==> src/rtl/btn_conditioner.sv <==
// N-channel push-button front end: 2-flop sync, debounce, press/release
// strobes, long-press detection and auto-repeat while held.
module btn_conditioner #(
    parameter int N_BTN           = 5,
    parameter int DEBOUNCE_CYCLES = 4,
    parameter int LONG_CYCLES     = 16,
    parameter int REPEAT_CYCLES   = 8,
    parameter bit REPEAT_EN       = 1'b1
) (
    input  logic             CLK,
    input  logic             RST,
    input  logic [N_BTN-1:0] BTN_IN,
    output logic [N_BTN-1:0] BTN_LEVEL,
    output logic [N_BTN-1:0] BTN_PRESS,
    output logic [N_BTN-1:0] BTN_RELEASE,
    output logic [N_BTN-1:0] BTN_LONG,
    output logic [N_BTN-1:0] BTN_REPEAT
);

    localparam int DB_W   = $clog2(DEBOUNCE_CYCLES + 1);
    localparam int HOLD_W = $clog2(LONG_CYCLES + 1);
    localparam int REP_W  = $clog2(REPEAT_CYCLES + 1);

    localparam logic [DB_W-1:0]   DB_LAST  = DB_W'(DEBOUNCE_CYCLES - 1);
    localparam logic [HOLD_W-1:0] HOLD_MAX = HOLD_W'(LONG_CYCLES);
    localparam logic [HOLD_W-1:0] HOLD_ONE = HOLD_W'(1);
    localparam logic [REP_W-1:0]  REP_LAST = REP_W'(REPEAT_CYCLES - 1);

    typedef enum logic [1:0] {
        S_IDLE,
        S_HOLD,
        S_REPEAT
    } state_t;

    for (genvar g = 0; g < N_BTN; g++) begin : g_ch
        logic              r_s1;
        logic              r_s2;
        logic              r_level;
        logic [DB_W-1:0]   r_db_cnt;
        logic              r_press;
        logic              r_release;
        logic              w_toggle;
        logic              w_rise;
        logic              w_fall;

        state_t            r_state;
        state_t            w_state_nxt;
        logic [HOLD_W-1:0] r_hold_cnt;
        logic [HOLD_W-1:0] w_hold_nxt;
        logic [REP_W-1:0]  r_rep_cnt;
        logic [REP_W-1:0]  w_rep_nxt;
        logic              r_long;
        logic              r_repeat;
        logic              w_long_d;
        logic              w_repeat_d;

        // The counter never stores DEBOUNCE_CYCLES; that step is the toggle.
        assign w_toggle = (r_s2 != r_level) && (r_db_cnt == DB_LAST);
        assign w_rise   = w_toggle && !r_level;
        assign w_fall   = w_toggle && r_level;

        always_ff @(posedge CLK) begin
            if (RST) begin
                r_s1      <= 1'b0;
                r_s2      <= 1'b0;
                r_level   <= 1'b0;
                r_db_cnt  <= '0;
                r_press   <= 1'b0;
                r_release <= 1'b0;
            end else begin
                r_s1      <= BTN_IN[g];
                r_s2      <= r_s1;
                r_press   <= w_rise;
                r_release <= w_fall;
                if (r_s2 == r_level) begin
                    r_db_cnt <= '0;
                end else if (w_toggle) begin
                    r_db_cnt <= '0;
                    r_level  <= ~r_level;
                end else begin
                    r_db_cnt <= r_db_cnt + 1'b1;
                end
            end
        end

        always_ff @(posedge CLK) begin
            if (RST) begin
                r_state    <= S_IDLE;
                r_hold_cnt <= '0;
                r_rep_cnt  <= '0;
                r_long     <= 1'b0;
                r_repeat   <= 1'b0;
            end else begin
                r_state    <= w_state_nxt;
                r_hold_cnt <= w_hold_nxt;
                r_rep_cnt  <= w_rep_nxt;
                r_long     <= w_long_d;
                r_repeat   <= w_repeat_d;
            end
        end

        always_comb begin
            w_state_nxt = r_state;
            w_hold_nxt  = r_hold_cnt;
            w_rep_nxt   = r_rep_cnt;
            if (w_fall) begin
                w_state_nxt = S_IDLE;
                w_hold_nxt  = '0;
                w_rep_nxt   = '0;
            end else begin
                case (r_state)
                    S_IDLE: begin
                        if (w_rise) begin
                            w_state_nxt = S_HOLD;
                            w_hold_nxt  = HOLD_ONE;
                            w_rep_nxt   = '0;
                        end
                    end
                    S_HOLD: begin
                        if (r_hold_cnt == HOLD_MAX) begin
                            w_state_nxt = S_REPEAT;
                            w_rep_nxt   = '0;
                        end else begin
                            w_hold_nxt = r_hold_cnt + 1'b1;
                        end
                    end
                    S_REPEAT: begin
                        if (REPEAT_EN) begin
                            if (r_rep_cnt == REP_LAST) begin
                                w_rep_nxt = '0;
                            end else begin
                                w_rep_nxt = r_rep_cnt + 1'b1;
                            end
                        end
                    end
                    default: begin
                        w_state_nxt = S_IDLE;
                        w_hold_nxt  = '0;
                        w_rep_nxt   = '0;
                    end
                endcase
            end
        end

        // A release debounced on the same edge suppresses LONG/REPEAT.
        always_comb begin
            w_long_d   = 1'b0;
            w_repeat_d = 1'b0;
            if (!w_fall) begin
                w_long_d   = (r_state == S_HOLD)
                          && (r_hold_cnt == HOLD_MAX);
                w_repeat_d = REPEAT_EN
                          && (r_state == S_REPEAT)
                          && (r_rep_cnt == REP_LAST);
            end
        end

        assign BTN_LEVEL[g]   = r_level;
        assign BTN_PRESS[g]   = r_press;
        assign BTN_RELEASE[g] = r_release;
        assign BTN_LONG[g]    = r_long;
        assign BTN_REPEAT[g]  = r_repeat;
    end

endmodule

==> config.mk <==
export PLATFORM = sky130hd
export DESIGN_NAME = btn_conditioner
export DESIGN_NICKNAME = d
export VERILOG_FILES = /design/src/rtl/btn_conditioner.sv
export SDC_FILE = /design/constraint.sdc
export NUM_CORES = 1
export LEC_CHECK = 0
export BUFFER_PORTS_ARGS = -buffer_cell sky130_fd_sc_hd__buf_2
export CAP_MARGIN = 20
export CORE_AREA = 3 3 120 122
export DETAILED_ROUTE_END_ITERATION = 16
export DIE_AREA = 0 0 123 125
export GPL_TIMING_DRIVEN = 0
export PLACE_DENSITY_LB_ADDON = 0.08
export SKIP_LAST_GASP = 1
export SLEW_MARGIN = 40
export SYNTH_ARGS = -nofsm -noshare
export SYNTH_HDL_FRONTEND = slang
export SYNTH_SLANG_ARGS = --single-unit
==> constraint.sdc <==
create_clock -name CLK -period 2.25 [get_ports CLK]
set_input_delay 0.3375 -clock CLK [delete_from_list [all_inputs] [get_ports CLK]]
set_output_delay 0.3375 -clock CLK [all_outputs]
set_load 0.03 [all_outputs]
==> flow_summary.ini, run 1 <==
[timing]
post-route-period-util = 0.7863
fmax_ghz = 0.5653
finClkSkew_ns = 0.01199
setup-violations-final = 0
fin_setup_tns_ns = 0
rsz0062_at_grt = false
hold-worst-slack_ns = 0.1990
relSlewSlack = 0.6516
min_period_ns = 1.769
slew_viol_final = 0
actual_transition_at_the_worst_max_transition_pin_ns = 0.5156
final_hold_violations = 0

[floorplan]
initial_core_util = 0.3541
die-height_um = 125
rows = 42
die_width_um = 123
design.die.area_sq_um = 15380
ioPinCount = 32
core_area_sq_um = 13300

[setup_path]
critical_path.top_delay_family = simple AND/OR/NAND/NOR gates
timing_worst_setup_path_type = register to register
worst_path_cell_trace = ha_1 -> ha_1 -> and3b_1 -> or2_1 -> clkbuf_1 -> nor4_1
cpPeakStageDelay_ns = 0.31
standard_cell_with_the_maximum_stage_delay_on_the_critical_path = dfxtp_1
worst_setup_path_end_kind = register
cpMostUsedCell = ha_1
required_ns = 2.50
critical_path.max_fanout = 10
worst-path-buf-inv = 1
crit_path_start_kind = register
cp.arrival_ns = 2.02

[synthesis]
fraction_of_synthesized_cell_area_in_xor_and_xnor_cells = 0.01488
dominant_combinational_cell_family_by_area_after_synthesis = simple AND/OR/NAND/NOR gates
synth_edf_count = 0
synth.yosys.seq_area_share = 0.4465
ys_warn_count = 0
synth_area_in_compound_gates = 0.1238
yosys.area_share.adder = 0.06644
synth_cells = 530
synth.top_cells.by_area = dfxtp_1, ha_1, nor2_1
postSynthNetCount = 562
synth_largest_type_area_fraction = 0.4465
yosys_most_used_dff = dfxtp_1
synth_largest_area_cell = dfxtp_1
post_synth_simple_gate_area = 0.2639
ys_async_sr_fraction = 0
postSynthAreaPerCell_sq_um = 8.884
synth_seq_cells = 105
muxShareOfSynthArea = 0.01488
synthesis.area_sq_um = 4708
yosys.cell_types.count = 45

[routing]
dr_total_vias = 3590
dr_wl_met2_um = 3948
residual_antenna_violating_net_count_after_detailed_routing = 0
route.detailed.vias_per_inst = 4.774
dr.max_layer_used = met4
avgRoutedWirePerCell_um = 11.76
routed_wirelength_um = 8846
drc = 0
wirelength_met1_um = 4459
first_iter_violations = 151
route.met3.wl_um = 323
drt_first_pass_iters = 4

[place]
routability_congestion_estimate = 0.7892
portBuffers = 31
post-dp-hpwl_um = 6446

[power]
irDropWorstVdd_uv = 505.3
pwr_per_cell_area_nw_per_um2 = 674.4
leakage_nw = 2.128

[layout]
nets = 604
fraction_of_final_layout_cells_with_drive_strength_greater_than_1 = 0.1510
area_growth_syn_to_layout_pct = 14.91
final_core_utilization = 0.4069
fill_cells = 1350
antenna-diode-count = 0

[clock_network]
tritoncts_sinks = 105
clkLatencyLatePin_ns = 0.35
cts_root_buffer = clkbuf_16
post_cts_resize_count = 0
cts_made_buffers = 9
holdBufCountCts = 0
postCtsSetupBuffers = 0
htreeDepth = 3
path_clk_slew_ns = 0.07
tritoncts = done
cts_max_path_buffers = 2

[run]
drv.max_cap_violation_count = 0

[global_routing]
grt_pass1_vias = 3298
grt_pass1_wl_um = 15080
grt_total_usage = 0.1204
initial_antenna_violation_count = 0
grt_start_max_net_pins = 17
globalRouteOverflowTotal = 0

[hold_path]
hp-class = input port to register

[outcome]
status = complete, no violations
## synthesized netlist by cell type (3+ instances only)
| cell | number |
|---|---|
| buf_2 | 7 |
| and4bb_2 | 3 |
| o21ai_0 | 21 |
| nor2b_1 | 24 |
| and3_1 | 4 |
| inv_1 | 21 |
| nor4_1 | 9 |
| and4bb_1 | 4 |
| nand4bb_1 | 4 |
| nor4bb_1 | 6 |
| nor3b_1 | 3 |
| buf_4 | 25 |
| nand2_1 | 40 |
| nor2_1 | 60 |
| a22oi_1 | 5 |
| clkbuf_1 | 6 |
| nand3b_1 | 6 |
| o21ai_1 | 4 |
| mux2i_1 | 7 |
| a31oi_1 | 9 |
| xnor2_1 | 8 |
| a211oi_2 | 3 |
| nor3_1 | 17 |
| ha_1 | 25 |
| nand3_1 | 15 |
| nand2b_1 | 19 |
| dfxtp_1 | 105 |
| and3b_1 | 3 |
| a21oi_1 | 42 |
| o22ai_1 | 3 |
| or3_1 | 5 |
## final timing paths
| kind | start | end | slack [ns] | depth (start not counted) |
|---|---|---|---|---|
| max | g_ch[3].r_db_cnt[0] | g_ch[3].r_repeat | 0.48 | 6 |
| min | BTN_IN[4] | g_ch[4].r_s1 | 0.20 | 2 |
| max reg2reg | g_ch[3].r_db_cnt[0] | g_ch[3].r_repeat | 0.48 | 6 |
| min reg2reg | g_ch[3].r_db_cnt[0] | g_ch[3].r_db_cnt[0] | 0.42 | 1 |
## final cells by class
class | count | area (sq um) | area share
Buffer | 39 | 249.0 | 0.04602
Sequential cell | 105 | 2102 | 0.3885
Clock inverter | 4 | 73.82 | 0.01364
Tap cell | 176 | 220.2 | 0.04070
Inverter | 21 | 78.83 | 0.01457
Clock buffer | 11 | 252.7 | 0.04672
Multi-Input combinational cell | 365 | 2278 | 0.4211
Timing Repair Buffer | 31 | 155.1 | 0.02868
## metrics by stage
stage          area (sq um)  setup slack [ns]  cells  power (mW)
3_3_place_gp           5084            0.2459    737       1.984
5_1_grt                5410            0.2847    752       3.797
2_1_floorplan          4708            0.6876    530       1.960
4_1_cts                5410            0.4729    752       3.732
3_5_place_dp           5084            0.2720    737       1.985
6_report               5410            0.4809    752       3.649
## placed cells by master (no fill, tap or decap), drive strengths merged, types with 17 or more instances in the layout
cell type and count:
clkbuf 17, buf 64, nand2 40, dfxtp 105, ha 25, nand2b 20, inv 22, nor3 17
nor2 60, nor2b 24, o21ai 25, a21oi 42
## flip-flops by register name, summed over array words and instances (netlist names), 10 cells and up
signal / flops
g_ch.r_db_cnt: 15
g_ch.r_hold_cnt: 25
g_ch.r_rep_cnt: 20
g_ch.r_state: 10
## power breakdown
group | internal [mW] | switching, mW | total, mW
registers | 1.87 | 0.00657 | 1.88
clock network | 1.03 | 0.678 | 1.71
logic | 0.0230 | 0.0408 | 0.0638
## routing by layer
metal,up-vias,GRT usage
met5,-,0
met4,0,0.03518
met3,7,0.04336
met2,31,0.1837
met1,1638,0.1602
li1,1914,-
## kinds of logic (layout without fill, tap and decap cells)
kind of cell,count (synthesis),in the layout
fa+ha+maj,25,25
mux,7,7
buf+inv,60,106
flops,105,105
compound gates,98,98
simple gates,227,227
xor+xnor,8,8
No activity file was read; power rests on OpenSTA's default activity.
==> run 2: changes to the inputs <==
- clock period: 2.25 -> 1.75 ns (I/O delays scaled with it)
==> run 2 against run 1 <==
Net effect:
- combinational power rose by 33%
- register-to-register slack got worse by 0.40 ns
- critical endpoint is now g_ch[2].r_hold_cnt[0]
- routed wire length rose by 1.1%
- global-route usage barely moved
- clock power rose by 29%
- clock-buffer cell count did not move
- worst setup slack got worse by 0.40 ns
==> flow_summary.ini, run 2 (synthesis results as in run 1) <==
[timing]
relSlewSlack = 0.6545
min_period_ns = 1.664
actual_transition_at_the_worst_max_transition_pin_ns = 0.5113
post-route-period-util = 0.9510
hold-worst-slack_ns = 0.1218
fmax_ghz = 0.6009
finClkSkew_ns = 0.01138
slew_viol_final = 0
setup-violations-final = 0
final_hold_violations = 0
rsz0062_at_grt = true
fin_setup_tns_ns = 0
worst_slack_ns = 0.08577

[floorplan]
design.die.area_sq_um = 15380
die-height_um = 125
initial_core_util = 0.3541
rows = 42
die_width_um = 123
ioPinCount = 32
core_area_sq_um = 13300

[power]
sw_frac_of_total = 0.1996
power.combinational.fraction = 0.018
irDropWorstVdd_uv = 650.7
p_sw_mw = 0.9378
leakage_nw = 2.149
power_total_mw = 4.699
clockPowerShare = 0.469
pwr_per_cell_area_nw_per_um2 = 855.6
internal_power_mw = 3.761
p_seq_frac = 0.513

[setup_path]
critical_path.max_fanout = 6
worst-path-buf-inv = 0
required_ns = 1.98
worst_setup_path_end_kind = register
cpMostUsedCell = ha_1
timing_worst_setup_path_type = register to register
critical_path.top_delay_family = adder cells
crit_path_start_kind = register
worstSetupPathDepth = 6
cp.arrival_ns = 1.90
worst_path_cell_trace = ha_1 -> ha_1 -> nor4bb_2 -> o2bb2ai_1 -> mux2i_1 -> nor2_1
standard_cell_with_the_maximum_stage_delay_on_the_critical_path = o2bb2ai_1
r2r_cells = 6
cpPeakStageDelay_ns = 0.33

[routing]
route.detailed.vias_per_inst = 4.800
drc = 0
residual_antenna_violating_net_count_after_detailed_routing = 0
dr_total_vias = 3600
drt_first_pass_iters = 4
routed_wirelength_um = 8940
avgRoutedWirePerCell_um = 11.92
first_iter_violations = 158

[clock_network]
htreeDepth = 3
path_clk_slew_ns = 0.07
cts_max_path_buffers = 2
tritoncts = done
cts_root_buffer = clkbuf_16
postCtsSetupBuffers = 0
tritoncts_sinks = 105
clkLatencyLatePin_ns = 0.35
cts_made_buffers = 9
holdBufCountCts = 0

[place]
portBuffers = 31
post-dp-hpwl_um = 6446
routability_congestion_estimate = 0.7892
postPlaceCellArea_sq_um = 5084
dp_cells = 737
dp_worst_setup_slack_ns = -0.1530

[global_routing]
grt_pass1_vias = 3298
initial_antenna_violation_count = 0
grt_total_usage = 0.1207
globalRouteOverflowTotal = 0
grt_pass1_wl_um = 15120
grt_start_max_net_pins = 17

[layout]
largest-register = g_ch.r_hold_cnt
ff_latch_area_sq_um = 2103
antenna-diode-count = 0
final_design_area_no_fill_sq_um = 5492
reg_top3 = g_ch.r_hold_cnt x25, g_ch.r_rep_cnt x20, g_ch.r_db_cnt x15
final_core_utilization = 0.4130
fill_cells = 1338
fraction_of_final_layout_cells_with_drive_strength_greater_than_1 = 0.1760
stdcell_count = 750
number_of_flip_flops_in_the_largest_register = 25
nets = 602
multi_input_area_sq_um = 2364
final_common_cell = dfxtp_1
area_growth_syn_to_layout_pct = 16.64
layout.cells.most_common_list = dfxtp_1, nor2_1, a21oi_1

[outcome]
status = complete, no violations

[hold_path]
worstHoldPathCells = 2
hp-class = input port to register

[run]
drv.max_cap_violation_count = 0
==> run 2: cell count changes in the layout (fill, tap and decap cells not counted), moves of 2 or more <==
| cell | delta |
|---|---|
| nor4bb_1 | -5 |
| nor4bb_2 | +5 |
| a211oi_4 | +3 |
| clkbuf_1 | -3 |
| a211oi_2 | -2 |
| clkbuf_2 | +2 |
| or2_1 | -2 |
| or2_4 | +2 |
==> run 2: metal layers <==
metal	vias up	part of all wire	wire length (um)	track usage
met5	-	0	0	0
met4	0	0.012	106	0.03518
met3	6	0.040	354	0.04336
met2	41	0.45	4023	0.1833
met1	1654	0.50	4455	0.1614
li1	1899	-	-	-
==> run 2: area by class of cell <==
type                       count  share of cell area
buffer                        37             0.04443
clock buffer                  11             0.04602
clock inverter                 4             0.01344
inverter                      21             0.01435
multi-input combinational    365              0.4304
sequential                   105              0.3830
tap                          176             0.04010
timing repair buffer          31             0.02825
==> run 2: power groups by stage <==
stage | registers (mW) | clock network, mW | logic, mW
floorplan | 2.46 | 0 | 0.0561
global placement | 2.47 | 0 | 0.0851
detailed placement | 2.47 | 0 | 0.0857
CTS | 2.41 | 2.30 | 0.0848
global route | 2.41 | 2.38 | 0.0961
finish | 2.41 | 2.20 | 0.0847
==> run 2: worst paths after layout <==
check | from | to | slack, ns
max | g_ch[2].r_db_cnt[0] | g_ch[2].r_hold_cnt[0] | 0.09
min | BTN_IN[4] | g_ch[4].r_s1 | 0.12
max reg2reg | g_ch[2].r_db_cnt[0] | g_ch[2].r_hold_cnt[0] | 0.09
min reg2reg | g_ch[3].r_db_cnt[0] | g_ch[3].r_db_cnt[0] | 0.42
==> run 2: timing repair <==
item | in CTS | in global routing
setup endpoints to repair | 3 | 32
pin swaps | 0 | 3
hold endpoints to repair | 0 | 0
gates resized for setup | 1 | 18
